`src/rtl/display_scanner_pkg.sv`:
```
// rtl/display_scanner_pkg.sv - shared constants and helpers for the seven-segment scanner
package display_scanner_pkg;

  localparam int NIBBLE_W = 4;
  localparam logic DIGIT_OFF = 1'b1;
  localparam logic DIGIT_ON = 1'b0;
  localparam logic [3:0] INV_ZERO = 4'hF;

  // Never returns 0 so that counters of depth 1 still get a one-bit register.
  function automatic int clog2(input int value);
    int r;
    r = 0;
    while ((1 << r) < value) r++;
    if (r == 0) r = 1;
    return r;
  endfunction

endpackage

```
`src/rtl/display_scanner_prescaler.sv`:
```
// rtl/display_scanner_prescaler.sv - slot-length prescaler with terminal-count pulse
module refresh_prescaler
  import display_scanner_pkg::*;
#(
  parameter int DIV = 50000,
  parameter int CNT_W = clog2(DIV)
) (
  input  logic             CLK,
  input  logic             RESET_N,
  output logic [CNT_W-1:0] count,
  output logic             tc
);

  logic [CNT_W-1:0] count_q, count_d;

  always_comb begin
    tc      = (count_q == CNT_W'(DIV - 1));
    count_d = tc ? '0 : count_q + 1'b1;
  end

  always_ff @(posedge CLK) begin
    if (!RESET_N) count_q <= '0;
    else          count_q <= count_d;
  end

  assign count = count_q;

endmodule

```
`src/rtl/display_scanner.sv`:
```
// rtl/display_scanner.sv - time-multiplexed common-anode digit scanner with tear-free commit
module display_scanner
  import display_scanner_pkg::*;
#(
  parameter int NUM_DIGITS  = 4,
  parameter int REFRESH_DIV = 50000,
  parameter int DEAD_CYCLES = 2
) (
  input  logic                           CLK,
  input  logic                           RESET_N,
  input  logic                           LOAD,
  input  logic [NIBBLE_W*NUM_DIGITS-1:0] VALUE_IN,
  input  logic                           LZ_BLANK,
  input  logic [NUM_DIGITS-1:0]          BLANK_IN,
  output logic [NIBBLE_W-1:0]            DIGIT_OUT,
  output logic [NUM_DIGITS-1:0]          DIGIT_EN_N,
  output logic                           PENDING,
  output logic                           FRAME_TICK
);

  localparam int CNT_W = clog2(REFRESH_DIV);
  localparam int IDX_W = clog2(NUM_DIGITS);
  localparam int VAL_W = NIBBLE_W * NUM_DIGITS;

  logic [CNT_W-1:0]      count, cnt_nxt;
  logic                  tc, wrap, zero_run;
  logic [IDX_W-1:0]      idx_q, idx_d;
  logic [VAL_W-1:0]      display_q, display_d, shadow_q, shadow_d;
  logic                  pending_q, pending_d, frame_tick_q, frame_tick_d;
  logic [NIBBLE_W-1:0]   digit_out_q, digit_out_d;
  logic [NUM_DIGITS-1:0] digit_en_n_q, digit_en_n_d, lz_mask, blank;

  refresh_prescaler #(.DIV(REFRESH_DIV), .CNT_W(CNT_W)) u_prescaler (
    .CLK     (CLK),
    .RESET_N (RESET_N),
    .count   (count),
    .tc      (tc)
  );

  always_comb begin
    cnt_nxt = tc ? '0 : count + 1'b1;
    wrap    = tc && (idx_q == IDX_W'(NUM_DIGITS - 1));
    idx_d   = idx_q;
    if (tc) idx_d = wrap ? '0 : idx_q + 1'b1;
  end

  // A LOAD coinciding with the frame boundary goes straight to the display.
  always_comb begin
    display_d    = display_q;
    shadow_d     = LOAD ? VALUE_IN : shadow_q;
    pending_d    = pending_q;
    frame_tick_d = wrap;
    if (wrap) begin
      if (LOAD)           display_d = VALUE_IN;
      else if (pending_q) display_d = shadow_q;
      pending_d = 1'b0;
    end else if (LOAD) begin
      pending_d = 1'b1;
    end
  end

  // Scan from the most significant digit down; zero_run stays set while all nibbles seen are zero.
  always_comb begin
    zero_run = 1'b1;
    lz_mask  = '0;
    for (int k = NUM_DIGITS - 1; k >= 0; k--) begin
      zero_run   = zero_run && (display_d[k*NIBBLE_W +: NIBBLE_W] == '0);
      lz_mask[k] = zero_run && (k != 0);
    end
    blank = BLANK_IN | (LZ_BLANK ? lz_mask : '0);
  end

  always_comb begin
    digit_out_d  = ~display_d[idx_d*NIBBLE_W +: NIBBLE_W];
    digit_en_n_d = {NUM_DIGITS{DIGIT_OFF}};
    if ((32'(cnt_nxt) >= DEAD_CYCLES) && !blank[idx_d]) digit_en_n_d[idx_d] = DIGIT_ON;
  end

  always_ff @(posedge CLK) begin
    if (!RESET_N) begin
      idx_q        <= '0;
      display_q    <= '0;
      shadow_q     <= '0;
      pending_q    <= 1'b0;
      frame_tick_q <= 1'b0;
      digit_out_q  <= INV_ZERO;
      digit_en_n_q <= {NUM_DIGITS{DIGIT_OFF}};
    end else begin
      idx_q        <= idx_d;
      display_q    <= display_d;
      shadow_q     <= shadow_d;
      pending_q    <= pending_d;
      frame_tick_q <= frame_tick_d;
      digit_out_q  <= digit_out_d;
      digit_en_n_q <= digit_en_n_d;
    end
  end

  assign DIGIT_OUT  = digit_out_q;
  assign DIGIT_EN_N = digit_en_n_q;
  assign PENDING    = pending_q;
  assign FRAME_TICK = frame_tick_q;

endmodule

```
`config.mk`:
```
export PLATFORM = sky130hd
export DESIGN_NAME = display_scanner
export DESIGN_NICKNAME = d
export VERILOG_FILES = /design/src/rtl/display_scanner_pkg.sv /design/src/rtl/display_scanner_prescaler.sv /design/src/rtl/display_scanner.sv
export SDC_FILE = /design/constraint.sdc
export NUM_CORES = 1
export LEC_CHECK = 0
export ABC_AREA = 1
export CORE_ASPECT_RATIO = 1.25
export CORE_MARGIN = 4
export CORE_UTILIZATION = 58
export CTS_BUF_LIST = sky130_fd_sc_hd__clkbuf_2
export DETAILED_ROUTE_END_ITERATION = 8
export PLACE_DENSITY = 0.83
export SLEW_MARGIN = 20
export SYNTH_ARGS = -nofsm -noshare
export SYNTH_HDL_FRONTEND = slang
export SYNTH_SLANG_ARGS = --single-unit
```
`constraint.sdc`:
```
create_clock -name CLK -period 2.38 [get_ports CLK]
set_input_delay 0.476 -clock CLK [delete_from_list [all_inputs] [get_ports CLK]]
set_output_delay 0.476 -clock CLK [all_outputs]
set_load 0.03 [all_outputs]
```
==> flow_summary_export.csv <==
group,metric,value,unit
outcome,status,"completed",
grt,grt_first_pass_wirelength,12000,um
logic_synthesis,synth_nets,500,
placement,port-buffer-count,33,
pwr,ir_drop,380,uV
logic_synthesis,ys_dominant_reg_cell,"dfxtp_1",
logic_synthesis,synthAdderAreaFrac,0.796,%
logic_synthesis,synth_common_cells,"nand2_1, nor2_1, dfxtp_1",
logic_synthesis,ys_seq_area_share,38.2,%
logic_synthesis,synth_compound_area_share,8.64,%
layout,multi_input_area,1640,um^2
worst_setup_path,cp_max_fo,8,
routing,wl_met2,3630,um
logic_synthesis,ys_top_cells_by_area,"dfxtp_1, nand2_1, nor2_1",
worst_setup_path,required,1900,ps
worst_setup_path,path_class,"reg -> out",
routing,wl_met3,296,um
grt,grt_pass1_vias,2830,
logic_synthesis,async_reset_ff_share,0,%
timing,drv_slew,0,
clock_network,clock-sinks,60,
routing,via_per_inst,5.10,
grt,overflow,0,
worst_setup_path,worstPathArrival,1700,ps
floorplanning,die_x,73.8,um
logic_synthesis,yosysMostFrequentCell,"nand2_1",
routing,wirelength,7040,um
logic_synthesis,synth-xor-area-share,1.11,%
clock_network,cts_tree,"yes",
clock_network,clockBufferDepth,2,
grt,grt_start_max_net_pins,57,
layout,n_fill_cell,454,
pwr,power.density,464,nW/um^2
worst_setup_path,critical-path-slowest-cell,"clkdlybuf4s50_1",
logic_synthesis,netlist.area_leader.share,38.2,%
logic_synthesis,syn_avg_cell_area,6.63,um^2
grt,grt_usage,22.6,%
timing,fin_skew,15.7,ps
placement,gp_congestion,0.857,
routing,wl_per_cell,12.2,um
timing,clock.fmax,459,MHz
placement,place_area,3550,um^2
layout,finish.instance_area,3620,um^2
timing,fin_crit,2180,ps
logic_synthesis,syn_inst,474,
routing,wl_met1,2900,um
layout,drive_gt1_share,14.4,%
logic_synthesis,netlist_area,3140,um^2
routing,dr.pass1.iters,5,
logic_synthesis,synth_top_family_by_area,"simple AND/OR/NAND/NOR gates",
layout,synthToLayoutAreaGrowth,15.3,%
logic_synthesis,synth_edf_count,0,
floorplanning,pin_count,34,
layout,finalNetCount,538,
timing,setup_viol,0,
job,maxCapViolCount,0,
worst_setup_path,cp_num_buf_inv,1,
grt,grt_antenna_before_repair,0,
logic_synthesis,synth.distinct_cells,33,
timing,max_slew_margin,76.2,%
clock_network,cts_hold_buf,0,
worst_setup_path,slowest_delay,730,ps
floorplanning,row_count,29,
timing,hold_viol,0,
logic_synthesis,yosys.area_share.simple,40.3,%
worst_setup_path,cp_top_family,"buffers and inverters",
routing,first_iter_violations,87,
routing,ant_nets,0,
clock_network,numCtsBuffers,9,
logic_synthesis,yosys_warnings,0,
floorplanning,fp.coreArea,5150,um^2
routing,drc,0,
hold_path,min_path_type,"reg -> reg",
worst_setup_path,cp_cell_sequence,"clkdlybuf4s50_1",
logic_synthesis,synth_seq_cells,60,
timing,setup_tns,0,ps
timing,tightest_slew,357,ps
floorplanning,initial_utilization,61.0,%
timing,hold_slack,472,ps
clock_network,clk_pin_slew,160,ps
worst_setup_path,critPathLaunchType,"flip-flop",
routing,num_vias,2944,
layout,num_antenna_cells,0,
floorplanning,fp.dieArea,6670,um^2
floorplanning,die_h,90.3,um
logic_synthesis,synth_top_cell_by_area,"dfxtp_1",
clock_network,cts_max_level,3,
clock_network,clk_latency,470,ps
clock_network,postCtsSetupBuffers,0,
layout,seqCellArea,1200,um^2
timing,rsz0062_at_grt,"false",
pwr,leakage,1.72,nW
logic_synthesis,synth_mux_area_share,1.27,%
timing,finalCritPeriodShare,91.5,%
clock_network,cts_resized,0,
worst_setup_path,crit_path_end_kind,"output pin",
placement,hpwlAfterDp,5310,um
routing,highest_layer,"met4",
clock_network,cts-root-buf,"clkbuf_2",
-- worst paths after layout --
check                  startpoint              endpoint  slack (ps)  cells after the start
max                       PENDING               PENDING         200                      1
min          u_prescaler.count[0]  u_prescaler.count[0]         470                      1
max reg2reg  u_prescaler.count[0]         DIGIT_EN_N[1]         310                     13
min reg2reg  u_prescaler.count[0]  u_prescaler.count[0]         470                      1
-- cell type report --
cell class              instances  area share, %
clock buffers                  10           1.38
clock inverters                 4          0.518
inverters                      60           6.25
multi-input cells             339           45.2
flip-flops and latches         60           33.1
well taps                      62           2.14
repair buffers                 42           11.3
-- cell usage in the layout, fill, tap and decap left out --
| cell type | Yosys | routed |
|---|---|---|
| mux2i_1 | 4 | 4 |
| nand2_4 | 1 | 1 |
| clkdlybuf4s50_1 | 0 | 33 |
| ha_1 | 2 | 2 |
| nand2_2 | 15 | 15 |
| nand2_1 | 141 | 141 |
| a21boi_0 | 4 | 4 |
| nand3_2 | 5 | 5 |
| nor2_1 | 69 | 69 |
| o211ai_1 | 1 | 1 |
| clkinv_2 | 1 | 4 |
| nand3_1 | 32 | 32 |
| o21ai_0 | 8 | 8 |
| a211oi_1 | 2 | 2 |
| o21ai_4 | 1 | 1 |
| inv_2 | 12 | 12 |
| o21ai_2 | 1 | 1 |
| nor3_1 | 4 | 4 |
| nand4_1 | 4 | 4 |
| a21oi_4 | 1 | 1 |
| nor2_4 | 5 | 5 |
| clkinv_1 | 1 | 2 |
| clkbuf_2 | 0 | 10 |
| inv_1 | 46 | 46 |
| buf_12 | 0 | 1 |
| xor2_1 | 4 | 4 |
| o21bai_1 | 1 | 1 |
| o21ai_1 | 1 | 1 |
| nor2_2 | 10 | 10 |
| a22oi_1 | 4 | 4 |
| buf_4 | 0 | 8 |
| a21oi_1 | 19 | 19 |
| dfxtp_1 | 60 | 60 |
-- registers in the layout (all words and copies together) (netlist names) --
name               count
FRAME_TICK             1
u_prescaler.count     16
idx_q                  2
DIGIT_EN_N             4
PENDING                1
DIGIT_OUT              4
display_q             16
shadow_q              16
-- report_power, final --
group          internal, mW  switching (mW)
registers              1.03          0.0126
logic                0.0804          0.0918
clock network         0.122           0.346
-- through the flow --
step	power (mW)	worst slack [ps]	instances	util, %
global placement	1.23	242	563	69.0
CTS	1.69	181	577	70.3
detailed placement	1.23	205	563	69.0
global route	1.76	109	577	70.3
floorplan	1.16	617	474	-
finish	1.68	203	577	70.3
-- per-layer routing --
metal | vias up | global-route usage (%)
li1 | 1536 | -
met1 | 1324 | 25.6
met2 | 68 | 39.4
met3 | 16 | 3.56
met4 | 0 | 11.6
met5 | - | 0
-- cells by family after synthesis --
logic type / after synthesis
buf+inv: 75
flops: 60
compound gates: 43
mux: 4
xor+xnor: 4
fa+ha+maj: 2
simple gates: 286
No activity file was read; power rests on OpenSTA's default activity.
